### src/rtl/pc_predict_unit.sv
// Fetch PC register with a direct-mapped BTB (2-bit counters) and execute-stage
// branch resolution that raises a same-cycle flush/redirect on mispredict.
module pc_predict_unit #(
   parameter int              XLEN        = 32,
   parameter logic [XLEN-1:0] RESET_PC    = '0,
   parameter int              BTB_ENTRIES = 16,
   parameter bit              BTB_EN      = 1'b1
) (
   input  logic            clk_i,
   input  logic            rst_i,
   input  logic            stall_i,
   output logic [XLEN-1:0] fetch_pc_o,
   output logic            pred_taken_o,
   output logic [XLEN-1:0] pred_target_o,
   input  logic            ex_valid_i,
   input  logic [XLEN-1:0] ex_pc_i,
   input  logic [XLEN-1:0] ex_imm_i,
   input  logic [XLEN-1:0] ex_rs1_i,
   input  logic            ex_is_branch_i,
   input  logic            ex_is_jal_i,
   input  logic            ex_is_jalr_i,
   input  logic            ex_branch_taken_i,
   input  logic            ex_pred_taken_i,
   input  logic [XLEN-1:0] ex_pred_target_i,
   output logic            flush_o,
   output logic [XLEN-1:0] ex_target_o,
   output logic            target_misaligned_o
);

   localparam int IDXW = $clog2(BTB_ENTRIES);
   localparam int TAGW = XLEN - IDXW - 2;

   logic [XLEN-1:0]        fetch_pc_q, fetch_pc_d;
   logic [BTB_ENTRIES-1:0] btb_vld_q;
   logic [TAGW-1:0]        btb_tag_q [BTB_ENTRIES];
   logic [XLEN-1:0]        btb_tgt_q [BTB_ENTRIES];
   logic [1:0]             btb_ctr_q [BTB_ENTRIES];

   logic [IDXW-1:0] f_idx, e_idx;
   logic [TAGW-1:0] f_tag, e_tag;
   logic            f_hit, e_hit;
   logic            pred_taken;
   logic [XLEN-1:0] pred_target;
   logic [XLEN-1:0] jalr_sum, tgt, seq_pc, next_act;
   logic            act_taken, is_ctrl, upd_en, flush;

   assign f_idx = fetch_pc_q[IDXW+1:2];
   assign f_tag = fetch_pc_q[XLEN-1:IDXW+2];
   assign f_hit = btb_vld_q[f_idx] && (btb_tag_q[f_idx] == f_tag);

   assign pred_taken  = BTB_EN && !rst_i && f_hit && btb_ctr_q[f_idx][1];
   assign pred_target = pred_taken ? btb_tgt_q[f_idx] : '0;

   // JALR clears bit 0 of the computed address; B/J immediates arrive pre-shifted.
   assign jalr_sum  = ex_rs1_i + ex_imm_i;
   assign tgt       = ex_is_jalr_i ? {jalr_sum[XLEN-1:1], 1'b0} : (ex_pc_i + ex_imm_i);
   assign seq_pc    = ex_pc_i + XLEN'(4);
   assign act_taken = ex_is_jal_i || ex_is_jalr_i || (ex_is_branch_i && ex_branch_taken_i);
   assign next_act  = act_taken ? tgt : seq_pc;
   assign is_ctrl   = ex_is_branch_i || ex_is_jal_i || ex_is_jalr_i;

   assign flush = ex_valid_i && !rst_i &&
                  ((act_taken != ex_pred_taken_i) || (act_taken && (tgt != ex_pred_target_i)));

   assign e_idx  = ex_pc_i[IDXW+1:2];
   assign e_tag  = ex_pc_i[XLEN-1:IDXW+2];
   assign e_hit  = btb_vld_q[e_idx] && (btb_tag_q[e_idx] == e_tag);
   assign upd_en = BTB_EN && ex_valid_i && is_ctrl;

   always_comb begin
      fetch_pc_d = fetch_pc_q + XLEN'(4);
      if (flush)
         fetch_pc_d = next_act;
      else if (stall_i)
         fetch_pc_d = fetch_pc_q;
      else if (pred_taken)
         fetch_pc_d = pred_target;
   end

   always_ff @(posedge clk_i or posedge rst_i) begin
      if (rst_i)
         fetch_pc_q <= RESET_PC;
      else
         fetch_pc_q <= fetch_pc_d;
   end

   // Writes land at the edge, so a same-cycle lookup still sees the old entry.
   always_ff @(posedge clk_i or posedge rst_i) begin
      if (rst_i) begin
         btb_vld_q <= '0;
         for (int i = 0; i < BTB_ENTRIES; i++) begin
            btb_tag_q[i] <= '0;
            btb_tgt_q[i] <= '0;
            btb_ctr_q[i] <= 2'b00;
         end
      end else if (upd_en) begin
         if (e_hit) begin
            if (act_taken) begin
               btb_tgt_q[e_idx] <= tgt;
               if (btb_ctr_q[e_idx] != 2'b11)
                  btb_ctr_q[e_idx] <= btb_ctr_q[e_idx] + 2'd1;
            end else if (btb_ctr_q[e_idx] != 2'b00) begin
               btb_ctr_q[e_idx] <= btb_ctr_q[e_idx] - 2'd1;
            end
         end else if (act_taken) begin
            btb_vld_q[e_idx] <= 1'b1;
            btb_tag_q[e_idx] <= e_tag;
            btb_tgt_q[e_idx] <= tgt;
            btb_ctr_q[e_idx] <= (ex_is_jal_i || ex_is_jalr_i) ? 2'b11 : 2'b10;
         end
      end
   end

   assign fetch_pc_o          = fetch_pc_q;
   assign pred_taken_o        = pred_taken;
   assign pred_target_o       = pred_target;
   assign flush_o             = flush;
   assign ex_target_o         = tgt;
   assign target_misaligned_o = ex_valid_i && act_taken && (tgt[1:0] != 2'b00);

endmodule

### config.mk
export PLATFORM = sky130hd
export DESIGN_NAME = pc_predict_unit
export DESIGN_NICKNAME = d
export VERILOG_FILES = /design/src/rtl/pc_predict_unit.sv
export SDC_FILE = /design/constraint.sdc
export NUM_CORES = 2
export LEC_CHECK = 0
export BUFFER_PORTS_ARGS = -buffer_cell sky130_fd_sc_hd__buf_2
export CAP_MARGIN = 5
export CORE_MARGIN = 4
export CORE_UTILIZATION = 51
export CTS_CLUSTER_SIZE = 8
export DETAILED_ROUTE_END_ITERATION = 6
export PLACE_DENSITY = 0.71
export SYNTH_ARGS = -nofsm -noshare
export SYNTH_HDL_FRONTEND = slang
export SYNTH_SLANG_ARGS = --single-unit
### constraint.sdc
create_clock -name clk_i -period 47.9 [get_ports clk_i]
set_clock_uncertainty 0.15 [all_clocks]
set_input_delay 9.58 -clock clk_i [delete_from_list [all_inputs] [get_ports clk_i]]
set_output_delay 9.58 -clock clk_i [all_outputs]
set_load 0.05 [all_outputs]
==> flow_summary.yaml <==
run_status:
  outcome: "completed"
worst_hold_path:
  hp-class: "flip-flop to flip-flop"
place:
  gp_congestion: 1.04
  port_buffers: 235
  dp_hpwl_um: 119000
  post-place-ws_ns: 23.39
timing:
  max_freq_mhz: 40.8
  fin_setup_tns_ns: 0
  min_period_ns: 24.53
  max_slew.worst_pin.slew_ns: 1.26
  setup_viol: 0
  rsz0062_at_grt: "no"
  slew_viol_final: 0
  hold_viol: 0
  setup_slack_ns: 23.37
  relSlewSlack_pct: 16.1
  finalCritPeriodShare_pct: 51.2
worst_setup_path:
  cp_num_buf_inv: 3
  worstSetupPathType: "input pin to output port"
  max_stage_delay_ns: 0.60
  required_ns: 38.17
  critPathSlowestCell: "buf_2"
  crit_family: "simple AND/OR/NAND/NOR gates"
  crit_arrival_ns: 14.80
  crit_path_start_kind: "input pin"
  cpMostUsedCell: "buf_2"
  path_cells: "buf_2, ha_1, a21o_1, a221oi_1, xnor2_1, mux2i_4, xor2_1, nand4_1, or4_1, or4b_1, nor4_1, a21oi_4, buf_4, buf_2"
  path_max_fanout: 33
  critPathCaptureType: "output port"
cells_and_area:
  fin_nets: 5110
  area_growth_pct: 11.0
  drive_above_1_share_pct: 29.0
global_routing:
  gr-usage-all-layers_pct: 32.1
  grt_pass1_wl_um: 277000
  grt_max_degree: 159
  antenna_found_initial: 10
  grt_pass1_vias: 42000
  gr-total-overflow: 0
synthesis:
  synth_cell_types: 87
  yosysMostFrequentCell: "dfrtp_1"
  synth_seq_cells: 1008
  synth_top_area_share_pct: 45.2
  synthTopCellsByArea: "dfrtp_1, mux4_2, mux2_2"
  yosysTopAreaCell: "dfrtp_1"
  ys_seq_area_share_pct: 45.2
  ys_warn_count: 0
  syn_area_um2: 55800
  postSynth.asyncResetShare_pct: 100
  syn_area_per_cell_um2: 11.5
  synth_cells: 4866
  synth_fp_nets: 5073
  synth_commonest_cells: "dfrtp_1, nand2_1, o21ai_0"
  synthFlopType: "dfrtp_1"
  synth_edf_count: 0
cts:
  ctsLongestPathBuffers: 3
  cts-root-buf: "clkbuf_16"
  cts_tree: "built"
  post_cts_resize_count: 0
  clk_pin_slew_ns: 0.05
  cts_setup_buffers: 0
  ctsHoldBuffers: 0
  clk_latency_ns: 0.76
  htreeDepth: 4
  cts.sinks: 1008
  numCtsBuffers: 144
routing:
  drtPass1Iterations: 5
  wl_per_cell_um: 29.1
  postRouteAntennaNets: 0
  drt_iter0_drc: 4901
  remaining_drc_errors: 0
  dr_total_vias: 42100
  routed_via_density: 6.64
  route.final.wire_length_um: 185000
floorplan:
  io_pins: 236
  start_util_pct: 51.3
  dieWidth_um: 339
  fp.dieH_um: 339
  core.rowCount: 121
  die_area_um2: 115000
  fp.coreArea_um2: 109000
pwr:
  p_per_area_nw_per_um2: 53.1
  ir_drop_uv: 43.2
  cellLeakagePower_uw: 0.0265
  total_power_uw: 3290
run:
  maxCapViolations: 0
[per-layer routing]
metal	track usage, %	vias up	part of all wire (%)
li1	-	17800	-
met1	44.9	21400	40
met2	47.0	2396	44
met3	9.85	448	12
met4	12.7	4	4.5
met5	0	-	0.015
[kinds of logic after synthesis]
logic type / Yosys count / synth area share (%)
AOI/OAI and AO/OA: 993 / 10.1
buffers and inverters: 516 / 3.87
and+or+nand+nor: 1166 / 9.52
DFF: 1008 / 45.2
muxes: 962 / 27.2
adders and majority gates: 70 / 1.60
xor gates and xnor gates: 151 / 2.55
[power breakdown]
part           leakage [µW]  internal, µW  switching, µW
registers            0.0126          1080            187
clock network       0.00195           545            386
logic                0.0119           502            589
[final cells by class]
| cell class | instances | area, µm² |
|---|---|---|
| Inverter | 71 | 277 |
| Timing Repair Buffer | 336 | 2000 |
| Clock buffer | 150 | 3670 |
| Sequential cell | 1008 | 25200 |
| Multi-Input combinational cell | 3342 | 28600 |
| Clock inverter | 15 | 338 |
| Fill cell | 8808 | 46800 |
| Tap cell | 1414 | 1770 |
| Antenna cell | 6 | 15.0 |
[state kept, by name, summed over array words and instances, names as in the netlist]
signal      count
btb_tgt_q     512
fetch_pc_o     32
btb_vld_q      16
btb_tag_q     416
btb_ctr_q      32
[worst reg2reg max path, delay by kind of cell (launching register included)]
family	cells	cell delay [ns]
buffers and inverters	3	1.99
and+or+nand+nor	3	1.76
DFF	1	1.01
muxes	3	0.71
AOI/OAI and AO/OA	3	0.58
xor gates and xnor gates	1	0.21
[through the flow]
| stage | utilization (%) | instance area, µm² | hold slack, ns | instances |
|---|---|---|---|---|
| floorplan | - | 55800 | 0.295 | 4866 |
| CTS | 56.9 | 61900 | 0.325 | 6336 |
| detailed placement | 53.2 | 57900 | 0.315 | 6171 |
| global route | 56.9 | 61900 | 0.338 | 6336 |
| finish | 56.9 | 61900 | 0.323 | 6342 |
| global placement | 53.2 | 57900 | 0.307 | 6171 |
[cell usage in the layout, fill, tap and decap left out, types with 18 or more instances in the layout]
cell type,n
a211oi_1,19
mux2_2,454
a21o_1,18
nand4_1,43
buf_2,232
nor2b_1,42
ha_1,68
o21ai_0,600
dfrtp_1,1005
nand3_1,67
nor2_1,118
or3_1,18
mux4_2,394
inv_1,67
a31oi_1,24
mux2i_1,107
clkbuf_16,145
a21oi_1,150
and3_1,49
o22ai_1,31
o211ai_1,18
xor2_1,53
nor3_1,34
nand2_1,655
xnor2_1,91
buf_4,98
[worst paths after layout]
path / startpoint / endpoint / slack [ns] / cells after the start
setup / recovery: ex_pc_i[4] / flush_o / 23.37 / 14
hold / removal: btb_tgt_q[471] / btb_tgt_q[471] / 0.32 / 2
setup reg to reg: fetch_pc_o[2] / fetch_pc_o[17] / 41.32 / 13
hold reg to reg: btb_tgt_q[471] / btb_tgt_q[471] / 0.32 / 2
max in group asynchronous: rst_i / btb_tgt_q[29] / 35.99 / 5
min in group asynchronous: rst_i / btb_tag_q[387] / 8.83 / 2
No activity file was read; power rests on OpenSTA's default activity.
